[src/rtl/fft_unload_ctrl_if.sv]
// Memory read port plus streamed output port of the FFT unload sequencer.
// Latency: none, this is wiring only.
// Backpressure: out_ready from the consumer; the memory side has no stall.
interface fft_unload_ctrl_if #(
    parameter int N             = 32,
    parameter int word_size     = 16,
    parameter int address_width = $clog2(N)
) ();
    logic                     rd_en;
    logic [address_width-1:0] rd_addr1;
    logic [address_width-1:0] rd_addr2;
    logic [2*word_size-1:0]   rd_samp1;
    logic [2*word_size-1:0]   rd_samp2;
    logic [2*word_size-1:0]   out_data;
    logic [address_width-1:0] out_index;
    logic                     out_valid;
    logic                     out_ready;
    logic                     out_last;

    // Sequencer side: drives the memory and the output stream.
    modport master (
        output rd_en, rd_addr1, rd_addr2,
        input  rd_samp1, rd_samp2,
        output out_data, out_index, out_valid, out_last,
        input  out_ready
    );

    // Memory and consumer side.
    modport slave (
        input  rd_en, rd_addr1, rd_addr2,
        output rd_samp1, rd_samp2,
        input  out_data, out_index, out_valid, out_last,
        output out_ready
    );
endinterface

[src/rtl/fft_unload_ctrl.sv]
// Unloads an N-point FFT result RAM as paired reads and streams one sample per cycle; FFT_UNLOAD_BITREV_EN selects bit-reversed RAM addressing.
// Latency: start at edge 0, first read in cycle 1, first output sample in cycle 3, done one cycle after the last handshake.
// Backpressure: out_ready low holds the output; reads stop once buffered plus in-flight pairs reach BUF_DEPTH.
module fft_unload_ctrl #(
    parameter int N             = 32,
    parameter int word_size     = 16,
    parameter int address_width = $clog2(N),
    parameter int BUF_DEPTH     = 4
) (
    input  logic                 clk,
    input  logic                 reset_n,
    input  logic                 start,
    fft_unload_ctrl_if.master    bus,
    output logic                 busy,
    output logic                 done
);
    localparam int PW = address_width - 1;
    localparam int BW = $clog2(BUF_DEPTH);
    localparam int DW = 2 * word_size;

    typedef enum logic [1:0] {IDLE, READ, DRAIN} state_t;

    state_t          state, state_nxt;
    logic [PW-1:0]   rd_pair;     // next pair to read from the RAM
    logic [PW-1:0]   out_pair;    // pair currently at the buffer head
    logic            out_slot;    // 0: emitting slot1, 1: emitting slot2
    logic            inflight;    // a read was issued last cycle, data arrives now
    logic [BW:0]     count;       // pairs held in the buffer
    logic [BW-1:0]   wptr, rptr;
    logic [BW+1:0]   occ;
    logic            credit, hs, pop;
    logic [DW-1:0]   buf1 [BUF_DEPTH];
    logic [DW-1:0]   buf2 [BUF_DEPTH];

    // A read may only go out when its landing slot is already guaranteed.
    assign occ    = {1'b0, count} + {{(BW+1){1'b0}}, inflight};
    assign credit = occ < (BW+2)'(BUF_DEPTH);
    assign hs     = bus.out_valid && bus.out_ready;
    assign pop    = hs && out_slot;

`ifdef FFT_UNLOAD_BITREV_EN
    function automatic logic [address_width-1:0] bitrev(input logic [address_width-1:0] a);
        logic [address_width-1:0] r;
        for (int b = 0; b < address_width; b++) r[b] = a[address_width-1-b];
        return r;
    endfunction

    assign bus.rd_addr1 = bitrev({rd_pair, 1'b0});
    assign bus.rd_addr2 = bitrev({rd_pair, 1'b1});
`else
    assign bus.rd_addr1 = {rd_pair, 1'b0};
    assign bus.rd_addr2 = {rd_pair, 1'b1};
`endif

    // FSM state register.
    always_ff @(posedge clk or negedge reset_n) begin
        if (!reset_n) state <= IDLE;
        else          state <= state_nxt;
    end

    // Next state and read strobe; the last read hands over to DRAIN.
    always_comb begin
        state_nxt  = state;
        bus.rd_en  = 1'b0;
        case (state)
            IDLE:  if (start) state_nxt = READ;
            READ:  if (credit) begin
                       bus.rd_en = 1'b1;
                       if (rd_pair == PW'(N/2 - 1)) state_nxt = DRAIN;
                   end
            DRAIN: if (hs && bus.out_last) state_nxt = IDLE;
            default: state_nxt = IDLE;
        endcase
    end

    assign busy = (state != IDLE);

    // Output view of the buffer head; zeroed while nothing is buffered.
    always_comb begin
        bus.out_valid = (count != '0);
        bus.out_data  = '0;
        bus.out_index = '0;
        bus.out_last  = 1'b0;
        if (bus.out_valid) begin
            bus.out_data  = out_slot ? buf2[rptr] : buf1[rptr];
            bus.out_index = {out_pair, out_slot};
            bus.out_last  = &{out_pair, out_slot};
        end
    end

    // Address/index counters, buffer occupancy and the done pulse.
    always_ff @(posedge clk or negedge reset_n) begin
        if (!reset_n) begin
            rd_pair  <= '0;
            out_pair <= '0;
            out_slot <= 1'b0;
            inflight <= 1'b0;
            count    <= '0;
            wptr     <= '0;
            rptr     <= '0;
            done     <= 1'b0;
        end else begin
            inflight <= bus.rd_en;
            done     <= (state == DRAIN) && hs && bus.out_last;
            if (state == IDLE && start) begin
                rd_pair  <= '0;
                out_pair <= '0;
                out_slot <= 1'b0;
            end else begin
                if (bus.rd_en) rd_pair <= rd_pair + 1'b1;
                if (hs) begin
                    out_slot <= ~out_slot;
                    if (out_slot) out_pair <= out_pair + 1'b1;
                end
            end
            if (inflight) wptr <= wptr + 1'b1;
            if (pop)      rptr <= rptr + 1'b1;
            count <= count + {{BW{1'b0}}, inflight} - {{BW{1'b0}}, pop};
        end
    end

    // Pair buffer storage, written the cycle after each read strobe.
    always_ff @(posedge clk) begin
        if (inflight) begin
            buf1[wptr] <= bus.rd_samp1;
            buf2[wptr] <= bus.rd_samp2;
        end
    end
endmodule

[src/flat_wrapper.sv]
// flat-port wrapper written by rule: the top's interface ports become plain ports
module fft_unload_ctrl_flat 
#(
    parameter int N             = 32,
    parameter int word_size     = 16,
    parameter int address_width = $clog2(N),
    parameter int BUF_DEPTH     = 4
)
  (clk, reset_n, start, busy, done, bus_rd_en, bus_rd_addr1, bus_rd_addr2, bus_rd_samp1, bus_rd_samp2, bus_out_data, bus_out_index, bus_out_valid, bus_out_last, bus_out_ready);
  fft_unload_ctrl_if #(.N(N), .word_size(word_size), .address_width(address_width)) bus_i ();
  input  logic clk;
  input  logic reset_n;
  input  logic start;
  output logic busy;
  output logic done;
  output wire logic [$bits(bus_i.rd_en)-1:0] bus_rd_en;
  output wire logic [$bits(bus_i.rd_addr1)-1:0] bus_rd_addr1;
  output wire logic [$bits(bus_i.rd_addr2)-1:0] bus_rd_addr2;
  input wire logic [$bits(bus_i.rd_samp1)-1:0] bus_rd_samp1;
  input wire logic [$bits(bus_i.rd_samp2)-1:0] bus_rd_samp2;
  output wire logic [$bits(bus_i.out_data)-1:0] bus_out_data;
  output wire logic [$bits(bus_i.out_index)-1:0] bus_out_index;
  output wire logic [$bits(bus_i.out_valid)-1:0] bus_out_valid;
  output wire logic [$bits(bus_i.out_last)-1:0] bus_out_last;
  input wire logic [$bits(bus_i.out_ready)-1:0] bus_out_ready;
  assign bus_rd_en = bus_i.rd_en;
  assign bus_rd_addr1 = bus_i.rd_addr1;
  assign bus_rd_addr2 = bus_i.rd_addr2;
  assign bus_i.rd_samp1 = bus_rd_samp1;
  assign bus_i.rd_samp2 = bus_rd_samp2;
  assign bus_out_data = bus_i.out_data;
  assign bus_out_index = bus_i.out_index;
  assign bus_out_valid = bus_i.out_valid;
  assign bus_out_last = bus_i.out_last;
  assign bus_i.out_ready = bus_out_ready;
  fft_unload_ctrl #(.N(N), .word_size(word_size), .address_width(address_width), .BUF_DEPTH(BUF_DEPTH)) u_core (.clk(clk), .reset_n(reset_n), .start(start), .bus(bus_i), .busy(busy), .done(done));
endmodule
[config.mk]
export PLATFORM = sky130hd
export DESIGN_NAME = fft_unload_ctrl_flat
export DESIGN_NICKNAME = d
export VERILOG_FILES = /design/src/rtl/fft_unload_ctrl_if.sv /design/src/rtl/fft_unload_ctrl.sv /design/src/flat_wrapper.sv
export SDC_FILE = /design/constraint.sdc
export NUM_CORES = 1
export LEC_CHECK = 0
export ABC_CLOCK_PERIOD_IN_PS = 2600
export CAP_MARGIN = 40
export CORE_MARGIN = 2
export CORE_UTILIZATION = 50
export CTS_CLUSTER_DIAMETER = 40
export CTS_CLUSTER_SIZE = 24
export DETAILED_ROUTE_END_ITERATION = 8
export PLACE_DENSITY = 0.81
export SLEW_MARGIN = 40
export SYNTH_ARGS = -nofsm -noshare
export SYNTH_HDL_FRONTEND = slang
export SYNTH_SLANG_ARGS = --single-unit
export TNS_END_PERCENT = 20
[constraint.sdc]
create_clock -name clk -period 2.6 [get_ports clk]
set_input_delay 0.52 -clock clk [delete_from_list [all_inputs] [get_ports clk]]
set_output_delay 0.52 -clock clk [all_outputs]
set_load 0.01 [all_outputs]
==> results of run 1 <==
what timing repair did:
item / in CTS / in global routing
cloned: 4 / 0
gates resized for setup: 135 / 4
pin swaps: 1 / 4
buffers inserted: 7 / 7
hold buffers: 0 / 0
endpoints found under the setup margin: 33 / 32
power breakdown:
| group | internal (W) | switching (W) |
|---|---|---|
| Combinational | 0.00297 | 0.00297 |
| Clock | 0.00294 | 0.00188 |
| Sequential | 0.00611 | 0.000451 |
cell type report:
cell class                 count  area (µm²)  share of cell area [%]
clock inverter                25         256                    1.87
timing repair buffer         150        1490                    10.9
tap                          275         344                    2.51
clock buffer                  37         926                    6.76
sequential                   276        8200                    59.8
antenna                        1        2.50                  0.0183
inverter                      11        41.3                   0.301
multi-input combinational    204        2440                    17.8
synth_stat cells (all sizes together):
cell / instances
and4: 1
o211a: 1
nand4: 2
mux2i: 34
nor4: 1
nor3: 1
edfxtp: 256
buf: 24
ha: 9
and2: 9
nand3b: 1
xor2: 5
o311ai: 1
o21ai: 4
a21oi: 2
xnor2: 4
nand2: 14
o22ai: 1
nand4b: 1
conb: 2
clkbuf: 6
mux2: 1
nand3: 3
fa: 1
dfrtp: 20
nor2: 40
or3: 1
mux4: 64
inv: 11
or3b: 1
how the worst min path moves through the flow:
stage | start | cells past startpoint | to | slack, ns
4_1_cts | reset_n | 1 | u_core.rptr[1] | 0.43
6_report | reset_n | 1 | u_core.rptr[1] | 0.41
5_1_grt | reset_n | 1 | u_core.rptr[1] | 0.47
3_5_place_dp | u_core.wptr[0] | 1 | u_core.wptr[0] | 0.53
2_1_floorplan | reset_n | 0 | u_core.count[0] | 0.22
3_3_place_gp | u_core.wptr[0] | 1 | u_core.wptr[0] | 0.51
worst max-delay path: stages, from the launching register on:
cell     delay (ns)
dfrtp_4        0.50
buf_12         0.16
buf_6          0.12
buf_16         0.14
mux4_2         0.43
mux2i_1        0.15
nor2_1         0.05
buf_2          0.15
logic make-up (layout without fill, tap and decap cells):
family | Yosys count | count (layout) | synth area share [%]
multiplexers | 99 | 99 | 16.5
flip-flops | 276 | 276 | 75.5
buffers and inverters | 41 | 223 | 2.15
XOR/XNOR | 9 | 9 | 0.727
AND/OR/NAND/NOR | 75 | 75 | 3.21
AO/OA/AOI/OAI | 9 | 9 | 0.566
adder cells (fa/ha/maj) | 10 | 10 | 1.22
other | 2 | 3 | 0.0693
per-layer routing:
| layer | part of all wire, % | vias to the layer above | GRT usage (%) | wire [µm] |
|---|---|---|---|---|
| met4 | 2.1 | 2 | 5.70 | 442 |
| met3 | 6.5 | 41 | 4.55 | 1390 |
| met2 | 51 | 184 | 33.1 | 10900 |
| li1 | - | 2413 | - | - |
| met5 | 0.060 | - | 0 | 13 |
| met1 | 41 | 2792 | 25.7 | 8720 |
registers in the layout, indices dropped and copies added, names as in the netlist:
name,count
u_core.count,3
u_core.buf2,128
u_core.state,2
u_core.wptr,2
u_core.out_pair,4
u_core.out_slot,1
u_core.buf1,128
u_core.inflight,1
u_core.rptr,2
u_core.done,1
u_core.rd_pair,4
per-stage QoR:
stage | instance area, µm² | TNS, ns | worst slack [ns] | utilization [%] | hold WS [ns]
after global routing | 13700 | -4.62 | -0.208 | 64.7 | 0.472
after floorplan | 10800 | 0 | 0.0451 | - | 0.224
final | 13700 | -1.81 | -0.126 | 64.8 | 0.414
after detailed placement | 12500 | 0 | 0.0747 | 58.9 | 0.535
after CTS | 13700 | -2.79 | -0.187 | 64.8 | 0.428
after global placement | 12500 | 0 | 0.106 | 58.9 | 0.505
==> summary.md, run 1 <==
| Metric | Value |
|---|---|
| P_leak | `4.84 nW` |
| Pwr Total | `roughly 0.017 W` |
| # rows | `between 50 and 60` |
| Core region area | `0.0212 mm²` |
| Failing checks | `negative setup slack` |
| Worst Path Required | `approximately 2.1 ns` |
| Post-synth net total | `approximately 600` |
| Crit start category | `register` |
| Synth warnings | `0` |
| Antenna Nets Post-Route | `0` |
| Die width | `151 µm` |
| Placed cells | `around 900` |
| Worst reg2reg setup slack | `around 0.4 ns` |
| Critical Path Start | `u_core.rptr[0]` |
| Wire per inst | `between 20 and 25 µm` |
| Fin. Hold Viols | `0` |
| Reg-to-reg endpoint | `u_core.count[2]` |
| # DRC | `0` |
| Total CTS buffers | `34` |
| Critical Path AT | `2.21 ns` |
| Slew @ Worst Pin | `about 0.63 ns` |
| Gr usage total | `about a fifth` |
| Slew headroom | `between 50 and 60%` |
| Period Utilization, post-route | `105%` |
| Vias per Instance | `between 5 and 6` |
| Post-synthesis sequential area ratio | `75.5%` |
| Outcome | `complete, but fails checks` |
| Layout cells sized above 1 | `between 20% and 30%` |
| WS Path Type | `reg2out` |
| Commonest non-fill, non-tap cell in the layout | `edfxtp_1` |
| Fin cells | `between 900 and 1,000` |
| Power per cell area | `around 1300 mW/mm²` |
| Slew Limit Fails | `0` |
| Vias in the first global route | `between 5,000 and 6,000` |
| Fin Clk Skew | `0.0171 ns` |
| # IOs | `120` |
| Net count, final | `around 760` |
| Clock transition at path regs | `about 0.060 ns` |
| Dominant cell type by area after synthesis | `edfxtp_1` |
| Critical Path Fanout Max | `6` |
| Largest net degree at the start of global routing | `34` |
| CTS tree | `built` |
| 1st-pass router iterations | `5` |
| Final WS setup | `-0.126 ns` |
| Post-synth top area share | `70.9%` |
| First-pass GRT wire length | `around 33,000 µm` |
| Initial antenna violation count | `1` |
| Min-delay worst type | `in2async` |
| Fmax | `0.367 GHz` |
| CP Capture Type | `output port` |
| Port buffer count | `roughly 120` |
| Maximum VDD drop | `approximately 0.00084 V` |
| Clock sinks | `276` |
| Clk Latency, worst-skew pair | `just over 0.5 ns` |
| First DRT Iteration DRCs | `343` |
| FF+latch count, synth | `approximately 280` |
| Most frequent cells in the layout | `256 x edfxtp_1, 84 x clkdlybuf4s50_1, 64 x mux4_2` |
| Tmin final | `roughly 2.7 ns` |
| Max-cap violations | `0` |
| Mean post-synth cell area | `between 20 and 25 µm²` |
| Cell Area, Synth | `0.0108 mm²` |
| Cells after Synth | `roughly 520` |
| Die ar. | `0.0229 mm²` |
| Count of different cell masters after synthesis | `34` |
| Max clock buf depth | `3` |
| Htree depth | `2` |
| Die H | `around 150 µm` |
| Setup crit end | `bus_out_data[18]` |
| Initial cell density of the core | `about half` |
| Total Wirelength | `between 20,000 and 25,000 µm` |
| CTS Root Cell | `clkbuf_16` |
| Fillers | `approximately 1,400` |
| Reg-to-reg startpoint | `u_core.count[0]` |
| RSZ-0062 raised after global routing | `yes` |
| Setup Viol. Count Final | `26` |
| Grt ovf | `0` |
| Total number of vias | `~5,400` |
| GP Congestion | `around 0.77` |
| Reg2Reg Depth | `9` |
| Area Overhead vs Synth | `26.3%` |
| Synth top area cells | `edfxtp_1 71%, mux4_2 13%, dfrtp_1 4.6%, mux2i_1 3.1%, nor2_1 1.4%` |
| HPWL after DPL | `12,400 µm` |
No activity file was read; power rests on OpenSTA's default activity.
==> run 2, diff against run 1 <==
--- a/config.mk
+++ b/config.mk
@@ -13,6 +13,7 @@
 export CTS_CLUSTER_SIZE = 24
 export DETAILED_ROUTE_END_ITERATION = 8
 export PLACE_DENSITY = 0.81
+export SETUP_SLACK_MARGIN = 0.4
 export SLEW_MARGIN = 40
 export SYNTH_ARGS = -nofsm -noshare
 export SYNTH_HDL_FRONTEND = slang
==> constraint.sdc (replaced) <==
create_clock -name clk -period 2.6 [get_ports clk]
set_input_delay 0.39 -clock clk [delete_from_list [all_inputs] [get_ports clk]]
set_output_delay 0.39 -clock clk [all_outputs]
set_load 0.01 [all_outputs]
==> run 2 against run 1 <==
Effect of this change:
- the run still ends with negative setup slack left
- sequential power up 0.6%
- critical path type unchanged
- sequential cell count unchanged
- die area unchanged
- global-route usage is 0.065 points lower
- combinational power up 4.2%
- utilization is 0.30 points higher
- clock skew hardly changed
- critical endpoint is now bus_out_data[15]
==> summary.md, run 2 (same netlist as run 1, synthesis figures left out) <==
| Metric | Value |
|---|---|
| Outcome | `complete, but fails checks` |
| Failing checks | `negative setup slack` |
| First-pass GRT wire length | `between 30,000 and 40,000 µm` |
| Fin. Hold Viols | `0` |
| Vias in the first global route | `around 6,000` |
| Max clock buf depth | `3` |
| Gr usage total | `19.5%` |
| Net count, final | `~760` |
| Critical Path Fanout Max | `6` |
| Htree depth | `2` |
| Initial antenna violation count | `0` |
| Commonest non-fill, non-tap cell in the layout | `edfxtp_1` |
| Fmax | `roughly 0.38 GHz` |
| Fin cells | `approximately 980` |
| Min-delay worst type | `in2async` |
| Antenna Nets Post-Route | `0` |
| HPWL after DPL | `12,300 µm` |
| TNS Setup | `-0.370 ns` |
| Grt ovf | `0` |
| # rows | `53` |
| Total CTS buffers | `34` |
| Fin Clk Skew | `~0.017 ns` |
| Initial cell density of the core | `51.3%` |
| CTS Root Cell | `clkbuf_16` |
| Register area | `between 0.008 and 0.009 mm²` |
| Die width | `about 150 µm` |
| Total number of vias | `approximately 5,500` |
| Max-cap violations | `0` |
| Port buffer count | `117` |
| 1st-pass router iterations | `4` |
| Registers with the most flip-flops | `u_core.buf1: 128 flops, u_core.buf2: 128 flops` |
| Vias per Instance | `5.59` |
| Fillers | `1,408` |
| Final Core Density | `65.1%` |
| Die ar. | `around 0.023 mm²` |
| Clock sinks | `around 280` |
| Placed cells | `899` |
| Core region area | `between 0.02 and 0.025 mm²` |
| Tmin final | `about 2.7 ns` |
| Largest net degree at the start of global routing | `38` |
| CP Capture Type | `output port` |
| First DRT Iteration DRCs | `220` |
| Layout cells sized above 1 | `a little under a third` |
| # DRC | `0` |
| Dpl cell area | `approximately 0.012 mm²` |
| GP Congestion | `approximately 0.77` |
| Slew Limit Fails | `0` |
| Period Utilization, post-route | `102%` |
| Setup Viol. Count Final | `12` |
| Design Area, Final | `around 0.014 mm²` |
| Power per cell area | `1260 mW/mm²` |
| P_leak | `4.85 nW` |
| Wire per inst | `21.8 µm` |
| Die H | `about 150 µm` |
| Most frequent cells in the layout | `256 x edfxtp_1, 76 x clkdlybuf4s50_1, 64 x mux4_2` |
| Final WS setup | `-0.0512 ns` |
| Area Overhead vs Synth | `26.9%` |
| Total Wirelength | `approximately 21,000 µm` |
| Maximum VDD drop | `slightly below 0.001 V` |
| WS Path Type | `reg2out` |
| Worst Path Required | `~2.2 ns` |
| # IOs | `120` |
| CTS tree | `built` |
| Area of the multi-input gates | `about 0.0025 mm²` |
| Clk Latency, worst-skew pair | `roughly 0.52 ns` |
| Clock transition at path regs | `around 0.06 ns` |
| Crit start category | `register` |
| Critical Path AT | `between 2 and 2.5 ns` |
| RSZ-0062 raised after global routing | `yes` |
## run 2: final timing paths
check                                  start                 end  slack (ns)  cells past startpoint
setup reg to reg             u_core.count[1]     u_core.count[2]        0.38                      9
min in group clk            bus_rd_samp1[26]  u_core.buf1[0][26]        0.52                      1
setup / recovery              u_core.rptr[0]    bus_out_data[15]       -0.05                      6
hold reg to reg            u_core.rd_pair[3]   u_core.rd_pair[3]        0.55                      1
hold / removal                       reset_n      u_core.rptr[0]        0.35                      2
max in group asynchronous            reset_n   u_core.rd_pair[0]        1.82                      3
## run 2: report_power, final
group          total [W]  switching [W]  leakage, nW  internal [W]
Combinational    0.00619        0.00303         1.73       0.00316
Clock            0.00456        0.00183        0.542       0.00273
Sequential       0.00660       0.000486         2.58       0.00612
## run 2: repair_timing
item,in CTS,in global routing
hold endpoints to repair,0,15
gates resized for setup,160,12
cloned,6,0
buffers inserted,12,1
hold buffers,0,1
setup endpoints to repair,41,41
pin swaps,10,10
## run 2: through the flow
| step | setup WS, ns | total power, W | hold slack, ns |
|---|---|---|---|
| 3_3_place_gp | 0.194 | 0.0125 | 0.512 |
| 2_1_floorplan | 0.0503 | 0.0101 | 0.0944 |
| 3_5_place_dp | 0.164 | 0.0128 | 0.533 |
| 5_1_grt | -0.150 | 0.0183 | 0.380 |
| 4_1_cts | -0.0671 | 0.0175 | 0.355 |
| 6_report | -0.0512 | 0.0174 | 0.352 |
## run 2: metal layers
metal	track usage (%)	vias up	routed length (µm)
met3	4.64	41	1430
met5	0	-	0
met2	33.8	205	11200
li1	-	2416	-
met1	24.8	2824	8440
met4	5.47	0	403
## run 2: layout make-up
cell class | count | share of cell area [%]
inverters | 11 | 0.300
well taps | 275 | 2.50
multi-input cells | 204 | 17.9
diodes | 1 | 0.0182
repair buffers | 153 | 11.6
clock buffers | 38 | 6.45
clock inverters | 24 | 1.70
flip-flops and latches | 276 | 59.6
## run 2: worst max-delay path, cell delays in order (launching register included)
cell     delay, ns
dfrtp_4       0.48
buf_8         0.15
buf_12        0.14
mux4_2        0.51
mux2i_2       0.20
nor2_1        0.10
buf_2         0.16
==> RTL change 1, RTL diff (config.mk and constraints of run 1) <==
`BUF_DEPTH` is set to 4 in 2 places; all go to 2.
--- a/src/rtl/fft_unload_ctrl.sv
+++ b/src/rtl/fft_unload_ctrl.sv
@@ -6,5 +6,5 @@
     parameter int word_size     = 16,
     parameter int address_width = $clog2(N),
-    parameter int BUF_DEPTH     = 4
+    parameter int BUF_DEPTH     = 2
 ) (
     input  logic                 clk,
--- a/src/flat_wrapper.sv
+++ b/src/flat_wrapper.sv
@@ -5,5 +5,5 @@
     parameter int word_size     = 16,
     parameter int address_width = $clog2(N),
-    parameter int BUF_DEPTH     = 4
+    parameter int BUF_DEPTH     = 2
 )
   (clk, reset_n, start, busy, done, bus_rd_en, bus_rd_addr1, bus_rd_addr2, bus_rd_samp1, bus_rd_samp2, bus_out_data, bus_out_index, bus_out_valid, bus_out_last, bus_out_ready);
Function: changed (Yosys sat finds a counterexample within 4 cycles, from zero or initial values and one cycle with reset_n low).
==> RTL change 1 against run 1 <==
- design area down 43%
- power fell by 44%
- via count is 43% lower
- synthesized area is 46% lower
- sequential share of layout area decreased by 5.1 points
- sequential cell count is 131 lower
- non-clock buffer count decreased by 17
- clock skew shrank 12 ps
- wire length decreased by 48%
- die area decreased by 45%
- setup slack improved by 180 ps
- count of clock-buffer cells in the layout fell by 18
- critical endpoint is now bus_out_data[25]
==> RTL change 1: results (changes against run 1) <==
routing:
  wl_met2_um: 5930  # was 10900 um
  m1WireLength_um: 4480  # was 8720 um
  viasPerCell: 5.23  # was 5.55
  top_layer: "met4"  # was met5
global_routing:
  grt_max_degree: 65  # was 34
  grt_pass1_wl_um: 17700  # was 33400 um
  grtUsageTotal_pct: 19.1  # was 19.6%
  grt_pass1_vias: 3291  # was 5956
setup_path:
  cpPeakStageDelay_ps: 480  # was 500 ps
  critPathArrivalTime_ps: 2030  # was 2210 ps
  ff2ff_path_depth: 7  # was 9
  crit_path_end: "bus_out_data[25]"  # was bus_out_data[18]
  cp_max_fo: 9  # was 6
  worstReg2RegEnd: "u_core.count[1]"  # was u_core.count[2]
  slowest_stage: "mux4_2"  # was dfrtp_4
yosys:
  syn_avg_cell_area_sq_um: 19.4  # was 20.8 sq um
  synth_commonest_cells: "128 x edfxtp_1, 37 x and2_1, 29 x mux4_2"  # was 256 x edfxtp_1, 64 x mux4_2, 40 x nor2_1
  ys_async_sr_fraction_pct: 11.7  # was 7.25%
  synth_fa_ha_area_share_pct: 0.862  # was 1.22%
  synth_xor_area_share_pct: 1.06  # was 0.727%
layout:
  layout-drive-gt1-share_pct: 21.3  # was 29.0%
  fillCellCount: 737  # was 1412
timing:
  clock_skew_ps: 4.91  # was 17.1 ps
  period_needed_ps: 2550  # was 2730 ps
  tightest_slew_ps: 516  # was 633 ps
pwr:
  seqPwrFrac_pct: 37.4  # was 37.9%
  ir_drop_v: 0.000664  # was 0.000842 V
  p_seq_mw: 3.62  # was 6.56 mW
  leakagePower_nw: 2.78  # was 4.84 nW
clocking:
  cts_buffers: 17  # was 34
  clock_latency_ps: 410  # was 510 ps
  clockBufferDepth: 2  # was 3
outcome:
  status: "completed"  # was finished with violations
placed_design:
  dp_worst_setup_slack_ps: 149  # was 74.7 ps
  gp_congestion: 0.827  # was 0.774
-- RTL change 1: changes by cell type in the layout (fill, tap and decap cells not counted), moves of 6 or more --
cell / run 1 / this run
edfxtp_1: 256 / 128
mux4_2: 64 / 31
nor2_1: 39 / 7
and2_1: 5 / 35
mux2i_1: 33 / 3
buf_2: 31 / 5
clkbuf_16: 37 / 17
clkdlybuf4s15_1: 0 / 19
nand2_1: 14 / 5
buf_12: 14 / 7
dlygate4sd2_1: 1 / 8
inv_6: 8 / 1
buf_4: 13 / 7
-- RTL change 1: area by class of cell --
cell class	count	area, sq um	share of cell area, %
Clock inverter	13	163	2.09
Timing Repair Buffer	133	1360	17.5
Sequential cell	145	4270	54.8
Antenna cell	1	2.50	0.0321
Inverter	6	22.5	0.289
Multi-Input combinational cell	129	1370	17.5
Tap cell	143	179	2.29
Clock buffer	19	433	5.55
==> RTL change 2, RTL diff (config.mk and constraints of run 1) <==
Made on the original files. The 3 states of `state_t` get a one-hot encoding in 3 bits.
--- a/src/rtl/fft_unload_ctrl.sv
+++ b/src/rtl/fft_unload_ctrl.sv
@@ -19,5 +19,5 @@
     localparam int DW = 2 * word_size;
 
-    typedef enum logic [1:0] {IDLE, READ, DRAIN} state_t;
+    typedef enum logic [2:0] {IDLE = 3'b001, READ = 3'b010, DRAIN = 3'b100} state_t;
 
     state_t          state, state_nxt;
Check against the original RTL: same outputs for any inputs over 10 cycles, from zero or initial values and one cycle with reset_n low; not proved beyond that.
==> RTL change 2 against run 1 <==
- the flow still finishes with violations (setup timing)
- critical path depth stayed put
- sequential cell count up 1
- synthesized area barely moved
- synthesized cell count is 0.38% higher
- wire length increased by 2.6%
- setup slack got worse by 85 ps
- design area hardly changed
- largest cell class unchanged
- first-iteration DRC count up 11%
- power decreased by 17%
==> RTL change 2: results (changes against run 1) <==
global_routing:
  grt_max_degree: 44  # was 34
  grt_pass1_vias: 5928  # was 5956
  grt_pass1_wl_um: 33500  # was 33400 um
  grtUsageTotal_pct: 19.8  # was 19.6%
  grt_antenna_before_repair: 0  # was 1
routing:
  drtIter0Drc: 382  # was 343
  routedWlPerCell_um: 22.5  # was 22.0 um
  m1WireLength_um: 8580  # was 8720 um
  wl_met2_um: 11700  # was 10900 um
  drt-total-wl_um: 22100  # was 21500 um
  top_layer: "met4"  # was met5
  dr.pass1.iters: 4  # was 5
  met3_length_um: 1450  # was 1390 um
timing:
  worst_slack_ps: -210  # was -126 ps
  setup_tns_ps: -4530  # was -1810 ps
  tightest_slew_ps: 730  # was 633 ps
  clock_skew_ps: 12.7  # was 17.1 ps
  setup_viol: 37  # was 26
outcome:
  violations: "setup timing"  # unchanged
  status: "finished with violations"  # unchanged
pwr:
  p_int_mw: 10.2  # was 12.0 mW
  combPwrFrac_pct: 34.1  # was 34.3%
  leakagePower_nw: 4.74  # was 4.84 nW
  ir_drop_v: 0.000705  # was 0.000842 V
  power.clock.fraction_pct: 28.5  # was 27.8%
placed_design:
  post_dp_cell_area_sq_um: 12500  # about the same
  dp_hpwl_um: 12500  # was 12400 um
  dp_worst_setup_slack_ps: 68.9  # was 74.7 ps
  place_inst: 906  # was 901
  gp_congestion: 0.732  # was 0.774
yosys:
  synth_cell_types: 36  # was 34
  ys_async_sr_fraction_pct: 7.58  # was 7.25%
  syn_inst: 523  # was 521
  synthTopCellsByArea: "edfxtp_1 71%, mux4_2 13%, dfrtp_1 4.6%, mux2i_1 3.0%, nor2_1 1.4%"  # was edfxtp_1 71%, mux4_2 13%, dfrtp_1 4.6%, mux2i_1 3.1%, nor2_1 1.4%
  syn_nets: 601  # was 599
  seq_area_frac_synth_pct: 75.8  # was 75.5%
layout:
  layout-drive-gt1-share_pct: 28.3  # was 29.0%
  fillCellCount: 1364  # was 1412
  nets: 763  # was 755
setup_path:
  ff2ff_path_depth: 8  # was 9
  cpPeakStageDelay_ps: 520  # was 500 ps
  r2r-start: "u_core.count[1]"  # was u_core.count[0]
  reg2reg_slack_ps: 460  # was 400 ps
  critPathArrivalTime_ps: 2290  # was 2210 ps
clocking:
  cts_max_level: 1  # was 2
  cts_buffers: 31  # was 34
## RTL change 2: cell count changes in the layout (fill, tap and decap cells not counted), moves of 3 or more
| cell | change |
|---|---|
| a21oi_1 | +4 |
| buf_16 | +4 |
| buf_8 | +3 |
| clkbuf_1 | +4 |
| clkbuf_16 | -6 |
| inv_6 | -5 |
| nand2_1 | -6 |
## RTL change 2: final cells by class
cell class                 instances  area, sq um  area share (%)
multi-input combinational        208         2460            18.0
tap                              275          344            2.51
clock buffer                      35          791            5.78
timing repair buffer             157         1650            12.0
clock inverter                    20          186            1.36
sequential                       277         8220            60.1
inverter                          10         37.5           0.274
## RTL change 2: routing by layer
metal | global-route usage [%] | up-vias
met5 | 0 | -
met4 | 4.16 | 0
met3 | 4.55 | 25
met2 | 35.8 | 194
met1 | 24.5 | 2823
li1 | - | 2421
## RTL change 2: logic make-up (layout without fill, tap and decap cells)
group           after synthesis  after routing  synth area share [%]
mux                          97             97                  16.4
other cells                   2              2                0.0693
simple gates                 73             73                  3.07
flops                       277            277                  75.8
xor+xnor                      8              8                 0.647
fa+ha+maj                    10             10                  1.22
buf+inv                      38            222                  1.73
compound gates               18             18                  1.07
## RTL change 2: worst min path at each step
stage                          to  slack (ps)  depth (start not counted)
2_1_floorplan     u_core.count[0]         220                          0
3_3_place_gp       u_core.wptr[0]         510                          1
3_5_place_dp       u_core.wptr[0]         530                          1
4_1_cts         u_core.rd_pair[3]         320                          2
5_1_grt         u_core.rd_pair[3]         340                          2
6_report       u_core.out_pair[0]         330                          2
## RTL change 2: timing repair
action | 4_1_cts | 5_1_grt
hold buffers | 0 | 0
pin swaps | 6 | 8
setup buffers | 13 | 4
gates resized for setup | 149 | 5
gates cloned | 7 | 0
endpoints found under the setup margin | 39 | 40
